===== config.mk =====
export PLATFORM = sky130hd
export DESIGN_NAME = wb_arbiter
export DESIGN_NICKNAME = d
export VERILOG_FILES = /design/src/rtl/wb_arbiter_pkg.sv /design/src/rtl/wb_arbiter_rr.sv /design/src/rtl/wb_arbiter.sv
export SDC_FILE = /design/constraint.sdc
export NUM_CORES = 1
export LEC_CHECK = 0
export ABC_AREA = 1
export ABC_CLOCK_PERIOD_IN_PS = 5800
export BUFFER_PORTS_ARGS = -buffer_cell sky130_fd_sc_hd__clkbuf_2
export CORE_AREA = 2 2 157 159
export DETAILED_ROUTE_END_ITERATION = 10
export DIE_AREA = 0 0 159 161
export MAX_ROUTING_LAYER = met4
export PLACE_DENSITY_LB_ADDON = 0.12
export SETUP_SLACK_MARGIN = 0.4
export SYNTH_ARGS = -nofsm -noshare
export SYNTH_HDL_FRONTEND = slang
export SYNTH_HIERARCHICAL = 1
export SYNTH_SLANG_ARGS = --single-unit

===== constraint.sdc =====
create_clock -name clk -period 5.8 [get_ports clk]
set_input_delay 0.29 -clock clk [delete_from_list [all_inputs] [get_ports clk]]
set_output_delay 0.29 -clock clk [all_outputs]
set_load 0.05 [all_outputs]

===== src/rtl/wb_arbiter_pkg.sv =====
// wb_arbiter_pkg: shared processor widths and the writeback result record
package wb_arbiter_pkg;
  localparam int NUM_REQ = 3;
  localparam int XLEN = 32;
  localparam int PREG_W = 7;
  localparam int ROB_W = 5;
  localparam int SRC_W = 2;
  typedef struct packed {
    logic [PREG_W-1:0] prd;
    logic [XLEN-1:0]   data;
    logic [ROB_W-1:0]  rob_tag;
  } wb_result_t;
endpackage


===== src/rtl/wb_arbiter_rr.sv =====
// rr_arbiter: combinational round-robin pick over req starting at ptr
//   req   : request vector
//   ptr   : highest-priority index this cycle
//   grant : one-hot grant, idx : granted index, any : some grant issued
module rr_arbiter #(
  parameter int N = 3,
  parameter int IW = $clog2(N)
) (
  input  logic [N-1:0]  req,
  input  logic [IW-1:0] ptr,
  output logic [N-1:0]  grant,
  output logic [IW-1:0] idx,
  output logic          any
);
  logic [IW-1:0] pos [N];
  for (genvar k = 0; k < N; k++) begin : g_pos
    assign pos[k] = IW'((int'(ptr) + k) % N);
  end
  // scan from farthest to nearest so the nearest request to ptr wins
  always_comb begin
    grant = '0;
    idx = '0;
    for (int k = N - 1; k >= 0; k--) begin
      if (req[pos[k]]) begin
        grant = '0;
        grant[pos[k]] = 1'b1;
        idx = pos[k];
      end
    end
  end
  assign any = |req;
endmodule


===== src/rtl/wb_arbiter.sv =====
// wb_arbiter: merges per-FU results into one registered common data bus
//   clk, reset (async, active-low), flush kills all in-flight results
//   req_valid/req_ready/req_prd/req_data/req_rob_tag : per-requester result inputs
//   cdb_valid/cdb_we/cdb_prd/cdb_data/cdb_rob_tag/cdb_src : broadcast result
module wb_arbiter import wb_arbiter_pkg::*; #(
  parameter int NUM_REQ = wb_arbiter_pkg::NUM_REQ,
  parameter int XLEN = wb_arbiter_pkg::XLEN,
  parameter int PREG_W = wb_arbiter_pkg::PREG_W,
  parameter int ROB_W = wb_arbiter_pkg::ROB_W
) (
  input  logic                      clk,
  input  logic                      reset,
  input  logic                      flush,
  input  logic [NUM_REQ-1:0]        req_valid,
  output logic [NUM_REQ-1:0]        req_ready,
  input  logic [NUM_REQ*PREG_W-1:0] req_prd,
  input  logic [NUM_REQ*XLEN-1:0]   req_data,
  input  logic [NUM_REQ*ROB_W-1:0]  req_rob_tag,
  output logic                      cdb_valid,
  output logic                      cdb_we,
  output logic [PREG_W-1:0]         cdb_prd,
  output logic [XLEN-1:0]           cdb_data,
  output logic [ROB_W-1:0]          cdb_rob_tag,
  output logic [SRC_W-1:0]          cdb_src
);
  localparam int IW = $clog2(NUM_REQ);
  logic [NUM_REQ-1:0] hold_v, grant, accept, arb_req;
  logic [PREG_W-1:0]  hold_prd  [NUM_REQ];
  logic [XLEN-1:0]    hold_data [NUM_REQ];
  logic [ROB_W-1:0]   hold_tag  [NUM_REQ];
  logic [IW-1:0]      rr_ptr, gidx;
  logic               any_grant;
  // flush masks arbitration, so no grant, no pointer move and no accept that cycle
  assign arb_req = hold_v & {NUM_REQ{~flush}};
  assign req_ready = (~hold_v | grant) & {NUM_REQ{~flush}};
  assign accept = req_valid & req_ready;
  rr_arbiter #(.N(NUM_REQ), .IW(IW)) u_rr (
    .req(arb_req),
    .ptr(rr_ptr),
    .grant(grant),
    .idx(gidx),
    .any(any_grant)
  );
  always_ff @(posedge clk) begin
    for (int i = 0; i < NUM_REQ; i++) begin
      if (accept[i]) begin
        hold_prd[i] <= req_prd[i*PREG_W +: PREG_W];
        hold_data[i] <= req_data[i*XLEN +: XLEN];
        hold_tag[i] <= req_rob_tag[i*ROB_W +: ROB_W];
      end
    end
  end
  always_ff @(posedge clk or negedge reset) begin
    if (!reset) begin
      hold_v <= '0;
      rr_ptr <= '0;
      cdb_valid <= 1'b0;
      cdb_we <= 1'b0;
      cdb_prd <= '0;
      cdb_data <= '0;
      cdb_rob_tag <= '0;
      cdb_src <= '0;
    end else begin
      // a granted hold empties unless a new result lands the same edge
      hold_v <= flush ? '0 : accept | (hold_v & ~grant);
      cdb_valid <= any_grant;
      cdb_we <= any_grant && hold_prd[gidx] != '0;
      if (any_grant) begin
        rr_ptr <= (int'(gidx) == NUM_REQ - 1) ? '0 : gidx + 1'b1;
        cdb_prd <= hold_prd[gidx];
        cdb_data <= hold_data[gidx];
        cdb_rob_tag <= hold_tag[gidx];
        cdb_src <= SRC_W'(gidx);
      end
    end
  end
endmodule


# Word-level counts from Yosys, hierarchy flattened
# Memory sizes are Yosys's and may differ from the RTL's. A register that Yosys moved wholly into a read port is not among the register bits.
# Index checks and enable logic that the tools add are counted.
# W data, S select, Z words.
op_classes:
  n_addsub: 3
  multipliers: 0
  n_div: 3
  n_lt_le_gt_ge: 6
  eq_ne: 1
  shift: 0
  n_mux: 26
  bitwise_logic: 9
  reduce_logical: 8
ops:
  columns: ["op", "count"]
  rows:
  - ["$mod A32 B3 Y32 const B", 2]
  - ["$mod A3 B3 Y32 const B", 1]
  - ["$and A3 B3 Y3", 4]
  - ["$mux W1", 12]
  - ["$mux W3", 4]
  - ["$lt A2 B3 Y1 const B", 3]
  - ["$mux W2", 4]
  - ["$reduce_bool A7 Y1", 1]
  - ["$bmux W1 S2", 3]
  - ["$demux W1 S2", 3]
  - ["$ge A2 B1 Y1 const B", 3]
  - ["$not A3 Y3", 2]
  - ["$or A3 B3 Y3", 2]
  - ["$logic_and A1 B1 Y1", 4]
  - ["$add A2 B1 Y3 const B", 1]
  - ["$add A2 B2 Y3 const B", 1]
  - ["$reduce_or A3 Y1", 1]
  - ["$add A2 B1 Y2 const B", 1]
  - ["$eq A2 B2 Y1 const B", 1]
  - ["$logic_not A1 Y1", 2]
  - ["$not A1 Y1", 1]
word_totals:
  ff_bits: 16
  latchBits: 0
  ram_bits: 132
  mem_bits_ro: 0
  inputBits: 138
  word_cells: 65
  memories: 3
memory_table:
  columns: ["name", "words", "width", "read_ports", "rd_ports_with_merged_regs", "write_ports", "line", "rtl"]
  rows:
  - ["hold_data", 3, 32, 1, 1, 3, "wb_arbiter.sv:29", "logic [XLEN-1:0] hold_data [NUM_REQ];"]
  - ["hold_prd", 3, 7, 1, 0, 3, "wb_arbiter.sv:28", "logic [PREG_W-1:0] hold_prd [NUM_REQ];"]
  - ["hold_tag", 3, 5, 1, 1, 3, "wb_arbiter.sv:30", "logic [ROB_W-1:0] hold_tag [NUM_REQ];"]

# Logic depth before layout (Yosys ltp)
# Gate-level depths: netlist of run 1.
depth:
  word_depth: 14
  depth_mapped: 19
  mapped_depth_nobuf: 17

# By module
# Netlist of run 1, hierarchy kept.
modules_own_cells:
  columns: ["module", "instances", "cells_per_inst", "area_per_inst_um2", "seq_area_each_um2"]
  rows:
  - ["wb_arbiter", 1, 502, 6801.5, 5290.1]
  - ["rr_arbiter", 1, 59, 296.5, 0.0]

# Worst setup path before layout of run 1
# No wires, ideal clock.
synth_timing:
  path_kind: "flip-flop to flip-flop"
  from: "reg rr_ptr[0]"
  to: "mem hold_data[1][0] (enable)"
  setup_ns: 0.509
  arrival_ns: 4.567
  required_time_ns: 5.291
  path_slack_ns: 0.724
  path_stages_with_launch: 13
  synth_period_minus_slack_ns: 5.076
  cell_sequence: "dfrtp_1 -> inv_1 -> ha_1 -> inv_2 -> nor2_1 -> nand2_1 -> nand2_1 -> nand2_1 -> nand2_1 -> nand2_2 -> nand2_1 -> nor2_1 -> nor3b_1"
synth_rtl:
  columns: ["element", "line", "rtl"]
  rows:
  - ["start, declared", "wb_arbiter.sv:31", "logic [IW-1:0] rr_ptr, gidx;"]
  - ["start signal, assigned", "wb_arbiter.sv:69", "rr_ptr <= (int'(gidx) == NUM_REQ - 1) ? '0 : gidx + 1'b1;"]
  - ["end, declared", "wb_arbiter.sv:29", null]

# Final worst setup path of run 1
layout_timing:
  from: "reg rr_ptr[0]"
  to: "reg cdb_data[21] (read register of hold_data)"
layout_via:
  elab_chain_cells: 7
layout_rtl:
  columns: ["element", "line", "rtl"]
  rows:
  - ["$add A2 B2 Y3", "wb_arbiter_rr.sv:17", "assign pos[k] = IW'((int'(ptr) + k) % N);"]
  - ["$mod A32 B3 Y32", "wb_arbiter_rr.sv:17", null]
  - ["$bmux W1 S2", "wb_arbiter_rr.sv:24", "if (req[pos[k]]) begin"]
  - ["$mux W1 (implied by the code)", "wb_arbiter_rr.sv:24", null]
  - ["$mux W2 (2 in series)", "wb_arbiter_rr.sv:24", null]
  - ["$mux W2 *", "wb_arbiter_rr.sv:24", null]
  - ["named net gidx[0]", "wb_arbiter.sv:31", null]
  - ["end, declared", "wb_arbiter.sv:22", "output logic [XLEN-1:0] cdb_data,"]
# Mark *: on every way through the listed nets, which the timed path passes. The rest lies on a longest branch. The select of a mux whose other input is x is not followed.
# A chain may end at the register's enable or synchronous reset.

==> run metrics, run 1 <==
vias in the first global route=5121; post-DP HPWL=11.9 mm; register share of total power=37.2%; synth warn=6; Max Fclk=just over 300 MHz; clock share of power=23.7%; Post-synth EDFFs=~130; cell mode on critical path=nand2_1; clock buffer depth=2; CTS tree=done; largest area contributor in the netlist=edfxtp_1; Power Total=4.91 mW; Pwr Density=around 550 nW/um^2; filler cell count=2395; Crit Path Class=flop to flop; Clock Latency Late Sink=0.43 ns; P_sw=2.17 mW; PostCTS Resize Cnt=0; Avg Cell Area, Syn=between 10 and 15 um^2; Starting Density=29.6%; Num Clock Sinks=185; LEAKAGE=roughly 3.8 nW; Critical-path top delay cell=nor2_4; starting DRC count in detailed routing=267; Max-Cap Viols=0; worst rel slew slack=between 20 and 25%; TritonRoute pass-1 iters=4; Pint=2.73 mW; crit-path max cell delay=0.83 ns; dpl ws=around 2.4 ns; Max Clock Skew=between 0.01 and 0.015 ns; Synth Instances=561; final WL=18.3 mm; largest cells by area after synthesis=edfxtp_1, dfrtp_1, nand2_1; worst setup margin=2.53 ns; Tightest Pin Transition=between 1 and 1.5 ns; Slew Limit Fails=0; largest net degree at the start of global routing=69; clock transition at the registers of the reported paths=about 0.080 ns; CP cell instances=inv_1 > ha_1 > inv_2 > nor2_1 > nand2_1 > nand2_1 > nand2_1 > nand2_1 > nand2_2 > nand2_1 > inv_4 > nor2_4 > nand2_1 > nand3_1 > o21ai_0 > inv_1; first-pass GRT wire length=28.7 mm; Final Hold Vio Count=0; Rows=57; Die Y=about 160 um; M1 WL=approximately 7.9 mm; outcome=finished clean; routed wl met2=about 9.0 mm; CP startpoint kind=flop; CTS buffer count=17; DRT antenna net count=0; clock period minus worst slack=between 3 and 4 ns; CP Data Required Time=6.16 ns; I/O pin count=between 150 and 200; Net Count, Synth=703; DR vias/cell=4.39; Final nets=slightly below 900; area of the core=between 20000 and 25000 um^2; Post-Layout Cell Count=1088; Inst Count DP=1055; Die W=159 um; hold_buf cts=0; Seq cells post-synth=185; met3 wire length=1.08 mm; endpoints failing setup=0; post-CTS setup buffers=0; Max rail drop VDD=between 200 and 250 uV; unrepaired setup endpoints after global routing=no; crit-path max FO=38; Max Used Layer=met4; total gr overflow=0; Synth cell types=27; cell with the most instances after synthesis=nand2_1; Syn-to-layout area delta=26.3%; gpl congestion=just over 0.8; initial antenna violation count=1; Final Cycle Share=between 50 and 60%; area of the multi-input gates=1510 um^2; CP Data Arrival Time=3.63 ns; per-cell routed wire length=about 17 um; synthesized area=7100 um^2; FFs w/ async S/R, synth=28.6%; GRT Overall Usage=around 15%; Area after DPL=8360 um^2; ys flop type=edfxtp_1; clock root buffer=clkbuf_16; Net Sw Frac=roughly 44%; most frequent cells after synthesis=nand2_1, edfxtp_1, dfrtp_1, nand3_1, inv_1; DRC Markers=0; die area=between 20000 and 30000 um^2; post-layout util=37.4%; H-tree levels=4; vias=4779; register area share after synthesis=74.5%; Setup TNS=0 ns; Synth top area share=55.8%; share of layout cells above drive strength 1=about a third; CP Capture Type=flop; hold crit path type=input pin to async pin; Reg area=5290 um^2; design area=between 8000 and 9000 um^2; final hold slack=0.00935 ns; Port-buffer cells=about 190; Logic pwr share=39.0%
==> routing by layer <==
layer	vias up	GRT usage [%]
met5	-	-
met4	0	4.59
met3	27	4.26
met2	160	24.9
met1	2281	18.2
li1	2311	-
==> cell families (layout without fill, tap and decap cells) <==
group	after synthesis	in the layout	synth area share (%)
flip-flops	185	185	74.5
AND/OR/NAND/NOR	224	224	13.6
other	0	1	0
adder cells (fa/ha/maj)	4	4	0.705
buffers and inverters	68	270	4.62
AO/OA/AOI/OAI	80	80	6.50
==> layout make-up <==
cell class / count / share of cell area (%)
clock inverter: 15 / 2.00
clock buffer: 17 / 4.74
sequential: 185 / 59.0
multi-input combinational: 308 / 16.8
tap: 324 / 4.52
inverter: 44 / 1.87
antenna: 1 / 0.0279
timing repair buffer: 194 / 11.0
==> worst max-delay path: cells and delay by family, from the launching register on <==
family / cells / cell delay [ns]
AOI/OAI and AO/OA: 1 / 0.11
adders and majority gates: 1 / 0.38
buffers and inverters: 4 / 0.34
and+or+nand+nor: 10 / 1.96
DFF: 1 / 0.40
==> worst paths after layout <==
kind                                   from               end  slack [ns]  cells past startpoint
hold / removal                        reset      cdb_data[15]       0.009                      2
setup / recovery                  rr_ptr[0]      cdb_data[21]        2.53                     16
min in group clk               req_data[12]  hold_data[0][12]        0.03                      1
setup reg to reg                  rr_ptr[0]      cdb_data[21]        2.53                     16
max in group asynchronous             reset      cdb_data[22]        5.29                      2
hold reg to reg            hold_data[0][29]      cdb_data[29]        0.45                      2
==> cell usage in the layout, fill, tap and decap left out <==
master / instances
inv_6: 3
a22oi_1: 23
nand2_4: 1
buf_4: 6
nand2_2: 4
clkinv_1: 1
inv_4: 1
clkinv_4: 2
nor2_1: 26
o21ai_0: 17
nand3_2: 2
clkinv_8: 6
inv_1: 38
nand3_1: 43
buf_2: 1
nand3_4: 1
dfrtp_1: 53
inv_8: 3
ha_1: 4
o21ai_2: 1
nor2_8: 1
nand4_1: 1
o21ai_1: 26
inv_2: 5
diode_2: 1
nand2_1: 140
nor3b_2: 3
clkbuf_2: 187
nor2_4: 2
a21oi_1: 13
edfxtp_1: 132
clkbuf_16: 17
==> registers in the layout, summed over array words and instances (netlist names) <==
signal,flops
rr_ptr,2
hold_v,3
cdb_data,32
cdb_prd,7
hold_tag,15
cdb_valid,1
hold_data,96
cdb_rob_tag,5
cdb_src,2
hold_prd,21
cdb_we,1
==> power by group through the flow <==
stage | clock (mW) | sequential, mW | combinational [mW]
4_1_cts | 1.20 | 1.83 | 1.96
6_report | 1.16 | 1.83 | 1.92
3_5_place_dp | 0 | 1.86 | 1.96
5_1_grt | 1.25 | 1.86 | 2.12
2_1_floorplan | 0 | 2.40 | 0.937
3_3_place_gp | 0 | 1.86 | 1.92
Power figures use the tool's default switching activity.
==> run 2, diff against run 1 <==
--- a/config.mk
+++ b/config.mk
@@ -6,7 +6,7 @@
 export NUM_CORES = 1
 export LEC_CHECK = 0
 export ABC_AREA = 1
-export ABC_CLOCK_PERIOD_IN_PS = 5800
+export ABC_CLOCK_PERIOD_IN_PS = 2700
 export BUFFER_PORTS_ARGS = -buffer_cell sky130_fd_sc_hd__clkbuf_2
 export CORE_AREA = 2 2 157 159
 export DETAILED_ROUTE_END_ITERATION = 10
==> constraint.sdc (replaced) <==
create_clock -name clk -period 2.7 [get_ports clk]
set_input_delay 0.135 -clock clk [delete_from_list [all_inputs] [get_ports clk]]
set_output_delay 0.135 -clock clk [all_outputs]
set_load 0.05 [all_outputs]
==> run metrics, run 2 (synthesis gave the netlist of run 1 again) <==
Num Clock Sinks=185; Area after DPL=8540 um^2; die area=25600 um^2; Final Cycle Share=between 80 and 90%; Final nets=1079; Starting Density=29.6%; Max-Cap Viols=0; crit-path max FO=7; vias=5640; unrepaired setup endpoints after global routing=yes; first-pass GRT wire length=about 33 mm; Worst R2R Setup Slack=approximately 0.38 ns; CP cell instances=ha_4 > o21ai_4 > nand3_2 > nand2_1 > inv_1 > nand2_2 > nand2_4 > buf_12 > buf_4 > nand3_1 > nand2_1 > nor2_2 > nand3_1 > nor2_1 > nor2_1; CP Data Required Time=2.99 ns; Final Hold Vio Count=0; Critical-path top delay cell=dfrtp_2; TritonRoute pass-1 iters=4; Crit Path Class=flop to flop; Hold Crit Start=flush; Slew Limit Fails=0; CTS buffer count=17; worst rel slew slack=between 40 and 50%; dpl ws=0.217 ns; CP startpoint kind=flop; Max Fclk=~430 MHz; final WL=~23 mm; Top reg by flops=hold_data; post-DP HPWL=between 10 and 15 mm; Syn-to-layout area delta=63.1%; CP Data Arrival Time=approximately 2.6 ns; most frequent cells in the layout=clkbuf_2, dlygate4sd3_1, edfxtp_1; worst setup margin=between 0.3 and 0.4 ns; antenna cells=0; largest net degree at the start of global routing=68; outcome=finished clean; Max Clock Skew=0.0140 ns; CTS tree=done; starting DRC count in detailed routing=228; top flop regs=hold_data x96, cdb_data x32, hold_prd x21; per-cell routed wire length=roughly 18 um; design area=~12000 um^2; Die Y=161 um; GRT Overall Usage=17.6%; Port-buffer cells=188; area of the multi-input gates=approximately 1900 um^2; clock root buffer=clkbuf_16; clock period minus worst slack=about 2.3 ns; buffers and inverters on the worst path=3; cell family with most CP delay=simple AND/OR/NAND/NOR gates; Inst Count DP=1064; Reg area=5290 um^2; DR vias/cell=about 4.4; endpoints failing setup=0; Clock Latency Late Sink=0.43 ns; hold crit path type=input pin to flop; Die W=159 um; hold path endpoint=hold_v[1]; DRC Markers=0; R2R Path End=cdb_we; Rows=57; leading cell type in the layout, fill and taps excluded=clkbuf_2; clock buffer depth=2; Pwr Density=1110 nW/um^2; H-tree levels=4; gpl congestion=a little over 0.8; R2R Path Start=rr_ptr[1]; vias in the first global route=6005; post-layout util=between 40% and 50%; CP Capture Type=flop; Post-Layout Cell Count=1274; total gr overflow=0; Largest register FFs=96; area of the core=24000 um^2; filler cell count=around 2200; share of layout cells above drive strength 1=39.8%; final hold slack=0.160 ns; I/O pin count=~190; Reg2Reg Depth=15; crit-path max cell delay=0.44 ns; initial antenna violation count=0; Tightest Pin Transition=0.866 ns; LEAKAGE=4.91 nW; DRT antenna net count=0; Hold Path Stages=3; Max rail drop VDD=621 uV; clock transition at the registers of the reported paths=0.07 ns
run 2: worst max-delay path by stage:
stage          cells past startpoint         endpoint  slack [ns]       from
2_1_floorplan                     12  hold_data[1][0]       -0.16  rr_ptr[0]
3_3_place_gp                      17           cdb_we        0.30  rr_ptr[0]
3_5_place_dp                      14     cdb_data[18]        0.22  hold_v[2]
4_1_cts                           11     req_ready[0]        0.37  rr_ptr[1]
5_1_grt                           15           cdb_we        0.29  rr_ptr[1]
6_report                          15           cdb_we        0.38  rr_ptr[1]
run 2: layer usage:
metal  track usage [%]  up-vias  part of all wire (%)  routed length [um]
met2              30.2      171                    50               11600
met1              21.1     2756                    43                9980
met3              3.24       22                   4.6                1060
li1                  -     2691                     -                   -
met4              5.91        0                   1.5                 342
met5                 -        -                     0                   0
run 2: repair_timing:
action | in CTS | in global routing
hold buffers | 136 | 0
setup endpoints to repair | 122 | 179
pin swaps | 12 | 30
buffers inserted | 22 | 4
gates cloned | 4 | 12
resized for setup | 36 | 97
endpoints found under the hold margin | 161 | 0
run 2: power breakdown:
group / total [mW] / leakage [nW] / internal, mW / switching, mW
Sequential: 3.94 / 1.84 / 3.64 / 0.300
Clock: 2.55 / 0.294 / 1.33 / 1.21
Combinational: 6.42 / 2.77 / 2.43 / 3.99
run 2: worst reg2reg max path, delay by kind of cell (launching register included):
kind            cells  cell delay [ns]
simple gates       10             0.89
flops               1             0.44
buf+inv             3             0.34
fa+ha+maj           1             0.28
compound gates      1             0.23
run 2: cell type report:
type,instances,share of cell area (%)
Clock buffer,17,3.67
Multi-Input combinational cell,309,16.5
Inverter,44,1.49
Timing Repair Buffer,380,27.6
Sequential cell,185,45.7
Clock inverter,15,1.56
Tap cell,324,3.50
run 2: stage by stage:
stage               TNS [ns]  power [mW]
floorplan             -18.27        7.22
global placement           0        8.41
detailed placement         0        8.48
CTS                        0        12.3
global route               0        13.6
finish                     0        12.9
